--- src/rtl/alu_mc.sv ---
// Multi-cycle ALU: single-cycle logic ops, iterative shift-add multiply and optional
// restoring divider (enabled with `define ALU_MC_DIV_EN), valid/ready on both sides.
module alu_mc #(
  parameter int unsigned WIDTH = 32
) (
  input  logic             clk,
  input  logic             rst,
  input  logic             in_valid,
  output logic             in_ready,
  input  logic [WIDTH-1:0] a,
  input  logic [WIDTH-1:0] b,
  input  logic [3:0]       op,
  output logic             out_valid,
  input  logic             out_ready,
  output logic [WIDTH-1:0] res,
  output logic             zero,
  output logic             ovf,
  output logic             err
);

  localparam int unsigned CntW = $clog2(WIDTH);

  localparam logic [3:0] OpAnd  = 4'b0000;
  localparam logic [3:0] OpOr   = 4'b0001;
  localparam logic [3:0] OpAdd  = 4'b0010;
  localparam logic [3:0] OpSub  = 4'b0110;
  localparam logic [3:0] OpSlt  = 4'b0111;
  localparam logic [3:0] OpNor  = 4'b1100;
  localparam logic [3:0] OpMul  = 4'b1000;
`ifdef ALU_MC_DIV_EN
  localparam logic [3:0] OpDivu = 4'b1001;
  localparam logic [3:0] OpRemu = 4'b1010;
`endif

  typedef enum logic [1:0] {StIdle, StExec, StDone} state_e;

  state_e                 state_q, state_d;
  logic [WIDTH-1:0]       a_q, a_d, b_q, b_d;
  logic [3:0]             op_q, op_d;
  logic [CntW-1:0]        cnt_q, cnt_d;
  logic [2*WIDTH-1:0]     prod_q, prod_d;
  logic [WIDTH-1:0]       res_q, res_d;
  logic                   ovf_q, ovf_d, err_q, err_d;

  logic                   cnt_last;
  logic [WIDTH-1:0]       add_res, sub_res;
  logic [WIDTH-1:0]       alu_res;
  logic                   alu_ovf, alu_err;
  logic [WIDTH:0]         mul_sum;
  logic [2*WIDTH-1:0]     mul_next;

  assign cnt_last = (cnt_q == CntW'(WIDTH - 1));
  assign add_res  = a_q + b_q;
  assign sub_res  = a_q - b_q;

  // Product register holds {partial high, unconsumed multiplier bits}; shift right each step.
  assign mul_sum  = {1'b0, prod_q[2*WIDTH-1:WIDTH]} + {1'b0, (prod_q[0] ? a_q : '0)};
  assign mul_next = {mul_sum, prod_q[WIDTH-1:1]};

`ifdef ALU_MC_DIV_EN
  // Same register reused as {remainder, dividend/quotient}; divide by zero yields
  // all-ones quotient and remainder = a without special casing.
  logic [WIDTH:0]         div_sh, div_sub;
  logic                   div_ge;
  logic [2*WIDTH-1:0]     div_next;

  assign div_sh   = {prod_q[2*WIDTH-1:WIDTH], prod_q[WIDTH-1]};
  assign div_ge   = (div_sh >= {1'b0, b_q});
  assign div_sub  = div_sh - {1'b0, b_q};
  assign div_next = {(div_ge ? div_sub[WIDTH-1:0] : div_sh[WIDTH-1:0]),
                     prod_q[WIDTH-2:0], div_ge};
`endif

  always_comb begin
    alu_res = '0;
    alu_ovf = 1'b0;
    alu_err = 1'b0;
    case (op_q)
      OpAnd: alu_res = a_q & b_q;
      OpOr:  alu_res = a_q | b_q;
      OpNor: alu_res = ~(a_q | b_q);
      OpSlt: alu_res = {{(WIDTH-1){1'b0}}, (a_q < b_q)};
      OpAdd: begin
        alu_res = add_res;
        alu_ovf = (a_q[WIDTH-1] == b_q[WIDTH-1]) && (add_res[WIDTH-1] != a_q[WIDTH-1]);
      end
      OpSub: begin
        alu_res = sub_res;
        alu_ovf = (a_q[WIDTH-1] != b_q[WIDTH-1]) && (sub_res[WIDTH-1] != a_q[WIDTH-1]);
      end
      default: alu_err = 1'b1;
    endcase
  end

  always_comb begin
    state_d = state_q;
    a_d     = a_q;
    b_d     = b_q;
    op_d    = op_q;
    cnt_d   = cnt_q;
    prod_d  = prod_q;
    res_d   = res_q;
    ovf_d   = ovf_q;
    err_d   = err_q;
    case (state_q)
      StIdle: begin
        if (in_valid) begin
          a_d     = a;
          b_d     = b;
          op_d    = op;
          cnt_d   = '0;
          prod_d  = {{WIDTH{1'b0}}, b};
`ifdef ALU_MC_DIV_EN
          if (op == OpDivu || op == OpRemu) prod_d = {{WIDTH{1'b0}}, a};
`endif
          state_d = StExec;
        end
      end
      StExec: begin
        case (op_q)
          OpMul: begin
            prod_d = mul_next;
            cnt_d  = cnt_q + CntW'(1);
            if (cnt_last) begin
              res_d   = mul_next[WIDTH-1:0];
              ovf_d   = |mul_next[2*WIDTH-1:WIDTH];
              err_d   = 1'b0;
              state_d = StDone;
            end
          end
`ifdef ALU_MC_DIV_EN
          OpDivu, OpRemu: begin
            prod_d = div_next;
            cnt_d  = cnt_q + CntW'(1);
            if (cnt_last) begin
              res_d   = (op_q == OpDivu) ? div_next[WIDTH-1:0] : div_next[2*WIDTH-1:WIDTH];
              ovf_d   = 1'b0;
              err_d   = (b_q == '0);
              state_d = StDone;
            end
          end
`endif
          default: begin
            res_d   = alu_res;
            ovf_d   = alu_ovf;
            err_d   = alu_err;
            state_d = StDone;
          end
        endcase
      end
      StDone: begin
        if (out_ready) state_d = StIdle;
      end
      default: state_d = StIdle;
    endcase
  end

  always_ff @(posedge clk or posedge rst) begin
    if (rst) begin
      state_q <= StIdle;
      a_q     <= '0;
      b_q     <= '0;
      op_q    <= '0;
      cnt_q   <= '0;
      prod_q  <= '0;
      res_q   <= '0;
      ovf_q   <= 1'b0;
      err_q   <= 1'b0;
    end else begin
      state_q <= state_d;
      a_q     <= a_d;
      b_q     <= b_d;
      op_q    <= op_d;
      cnt_q   <= cnt_d;
      prod_q  <= prod_d;
      res_q   <= res_d;
      ovf_q   <= ovf_d;
      err_q   <= err_d;
    end
  end

  assign in_ready  = (state_q == StIdle);
  assign out_valid = (state_q == StDone);
  assign res       = res_q;
  assign zero      = (res_q == '0);
  assign ovf       = ovf_q;
  assign err       = err_q;

endmodule

--- config.mk ---
export PLATFORM = sky130hd
export DESIGN_NAME = alu_mc
export DESIGN_NICKNAME = d
export VERILOG_FILES = /design/src/rtl/alu_mc.sv
export SDC_FILE = /design/constraint.sdc
export NUM_CORES = 1
export LEC_CHECK = 0
export ABC_CLOCK_PERIOD_IN_PS = 6160
export BUFFER_PORTS_ARGS = -buffer_cell sky130_fd_sc_hd__buf_2
export CAP_MARGIN = 10
export CORE_MARGIN = 2
export CORE_UTILIZATION = 49
export DETAILED_ROUTE_END_ITERATION = 12
export MAX_ROUTING_LAYER = met4
export PLACE_DENSITY_LB_ADDON = 0.12
export SLEW_MARGIN = 20
export SYNTH_ARGS = -nofsm -noshare
export SYNTH_HDL_FRONTEND = slang
export SYNTH_SLANG_ARGS = --single-unit
--- constraint.sdc ---
create_clock -name clk -period 6.16 [get_ports clk]
set_input_delay 0.308 -clock clk [delete_from_list [all_inputs] [get_ports clk]]
set_output_delay 0.308 -clock clk [all_outputs]
set_load 0.05 [all_outputs]
==> metrics.md <==
| Metric | Value |
|---|---|
| Clock root buffer | `clkbuf_16` |
| Row cnt | `60` |
| Chip width | `170 um` |
| I/O Pins | `109` |
| Synth Net Count | `~1,900` |
| Inserted Clock Buffers | `17` |
| Area delta synth->final | `10.5%` |
| Die span in y | `170 um` |
| Initial DRC Count | `between 800 and 900` |
| Number of vias per cell | `a little over 6` |
| Syn Inst Count | `between 1,500 and 2,000` |
| Clock Path Buffers | `2` |
| Cell variety after synth | `81` |
| # DRC | `0` |
| Failing checks | `hold timing` |
| Multi-input logic area | `about 8500 sq um` |
| Final period util | `68.9%` |
| Final core occ | `a little under three fifths` |
| Final setup fails | `0` |
| DP Wirelength | `roughly 32,000 um` |
| Crit Path Category | `reg -> reg` |
| Layout cell share with drive strength beyond 1 | `a little over a tenth` |
| Gpl congestion | `approximately 1` |
| Seq/Total Area, Yosys | `~32%` |
| Post-synthesis async set-or-reset flop share | `between 90% and 100%` |
| Clock transition at the registers of the reported paths | `~0.08 ns` |
| Netlist Area Pre-Place | `between 10,000 and 15,000 sq um` |
| PostCTS Resize Cnt | `0` |
| Fmax | `between 200 and 250 MHz` |
| Clk Latency, worst-skew pair | `around 0.46 ns` |
| Leak Pwr | `~7 nW` |
| Worst slew pin tran | `1.09 ns` |
| First-pass GRT wire length | `68,600 um` |
| PD cells | `between 600 and 700 nW/um^2` |
| RSZ-0062 raised after global routing | `no` |
| Flip-flop and latch count after synthesis | `roughly 170` |
| DP Worst Slack | `a little under 2 ns` |
| CP Capture Type | `flop` |
| CTS tree | `yes` |
| Final wirelength | `between 40,000 and 50,000 um` |
| Overflow after GRT | `0` |
| Layout net count | `~2,000` |
| Status | `complete, but fails checks` |
| Post-CTS Setup Bufs | `0` |
| Hold slack | `-0.0149 ns` |
| Relative slew slack | `27.4%` |
| Setup ws final | `approximately 1.9 ns` |
| Synth Area per Inst | `between 7 and 8 sq um` |
| DR WL/cell | `a little over 20 um` |
| Via count of the first global-routing pass | `around 12,000` |
| Core Region | `27,000 sq um` |
| Initial antenna violation count | `0` |
| Maxcap violations | `0` |
| Sinks on Clock Net | `between 150 and 200` |
| Maximum fanout along the worst path | `33` |
| Antenna viol nets, final | `0` |
| Main flop type after synthesis | `dfrtp_1` |
| WP data arrival | `roughly 4.6 ns` |
| Register Area | `between 4000 and 5000 sq um` |
| Largest net degree at the start of global routing | `111` |
| Max Clock Skew | `~0.019 ns` |
| Port Buf Inserts | `108` |
| Peak supply drop | `between 0.0003 and 0.0004 V` |
| Number of flops mapped to enable cells by yosys | `0` |
| Fillers | `~2,600` |
| Total GRT Usage | `between 30% and 40%` |
| Full die area | `around 29,000 sq um` |
| CTS H-tree lvls | `4` |
| Vias | `roughly 13,000` |
| Post-route total power | `between 0.009 and 0.01 W` |
| Min cycle time layout | `about 4.2 ns` |
| Synthesis warning total | `0` |
| Diodes inserted | `0` |
| # hold bufs at CTS | `0` |
| Worst Hold Class | `in -> async` |
| Data required time of the worst path | `6.50 ns` |
| CP Launch Type | `flop` |
| Setup TNS | `0 ns` |
| Pre-Repair DR Iteration Count | `6` |
| Starting Density | `50.0%` |
| Max-slew violations | `0` |
| Final Hold Violating Endpoints | `7` |
-- worst max-delay path, stage by stage (launching register included) --
cell,delay (ns)
dfrtp_1,0.73
and2_1,0.31
ha_1,0.23
fa_1,0.46
a211oi_1,0.27
o21ai_1,0.17
a31oi_1,0.42
o21ai_1,0.19
o31a_1,0.36
mux2i_1,0.21
o22ai_1,0.14
nor4_1,0.25
nand4_1,0.14
o31a_1,0.26
-- metrics by stage --
step | instances | instance area (sq um)
6_report | 2104 | 14900
5_1_grt | 2104 | 14900
4_1_cts | 2104 | 14900
3_5_place_dp | 2072 | 14300
3_3_place_gp | 2072 | 14300
2_1_floorplan | 1694 | 13500
-- synthesized netlist by cell type (all sizes together), types with 13 or more instances --
cell    count  area (sq um)
xor2       16           140
inv       109           409
xnor2      37           324
dfrtp     173          4330
o21bai     15           113
clkbuf     72           272
o31ai      13          97.6
and2       38           239
a221oi     28           245
o21ai     163           816
nand4      13          81.3
ha        141          1760
a21o       22           165
nor3       27           135
nand2     246           923
a211oi     14           105
buf        14          61.3
o21a       15           113
a21oi     115           576
nor4       17           106
nand3      89           445
a31oi      31           194
nor2      121           454
-- layout make-up --
| type | count | share of cell area [%] |
|---|---|---|
| clock buffer | 20 | 3.12 |
| clock inverter | 12 | 1.16 |
| inverter | 109 | 2.79 |
| multi-input combinational | 1326 | 56.7 |
| sequential | 173 | 29.0 |
| tap | 341 | 2.86 |
| timing repair buffer | 123 | 4.37 |
-- per-layer routing --
layer  GRT usage [%]  part of all wire (%)  vias up
met2            49.4                    46      454
met4            10.0                   2.6        0
li1                -                     -     6130
met1            41.4                    45     6174
met3            4.60                   6.1       74
met5               -                     0        -
-- path summary, 6_finish.rpt --
check                            from         end  slack, ns  cells past startpoint
min in group clk                op[3]     op_q[3]       0.04                      3
min reg2reg                prod_q[36]  prod_q[36]       0.51                      2
max                         prod_q[0]         ovf       1.91                     13
max in group asynchronous         rst     res[10]       4.82                      3
min                               rst    cnt_q[4]      -0.01                      2
max reg2reg                 prod_q[0]         ovf       1.91                     13
-- cells in the final DEF, fill, tap and decap left out, drive strengths merged, types with 17 or more instances in the layout --
cell type,n
a21o,22
a21oi,115
a221oi,28
a31oi,31
and2,38
buf,123
clkbuf,20
dfrtp,173
ha,141
inv,115
nand2,246
nand3,89
nor2,121
nor3,27
nor4,17
o21ai,163
xnor2,37
-- cell families after synthesis --
kind of cell             after synthesis  synth area share (%)
AND/OR/NAND/NOR                      616                  21.1
XOR/XNOR                              53                  3.43
buffers and inverters                195                  5.49
AO/OA/AOI/OAI                        500                  23.5
adder cells (fa/ha/maj)              144                  13.5
flip-flops                           173                  32.0
multiplexers                          13                  1.01
-- where the power goes --
part	total [W]	internal [W]	switching (W)
registers	0.00220	0.00160	0.000593
logic	0.00588	0.00205	0.00383
clock network	0.00121	0.000684	0.000523
-- sequential cells by signal, indices dropped and copies added (netlist names) --
name,flops
a_q,32
b_q,32
cnt_q,5
err,1
op_q,4
ovf,1
prod_q,64
res,32
state_q,2
Power figures use the tool's default switching activity.
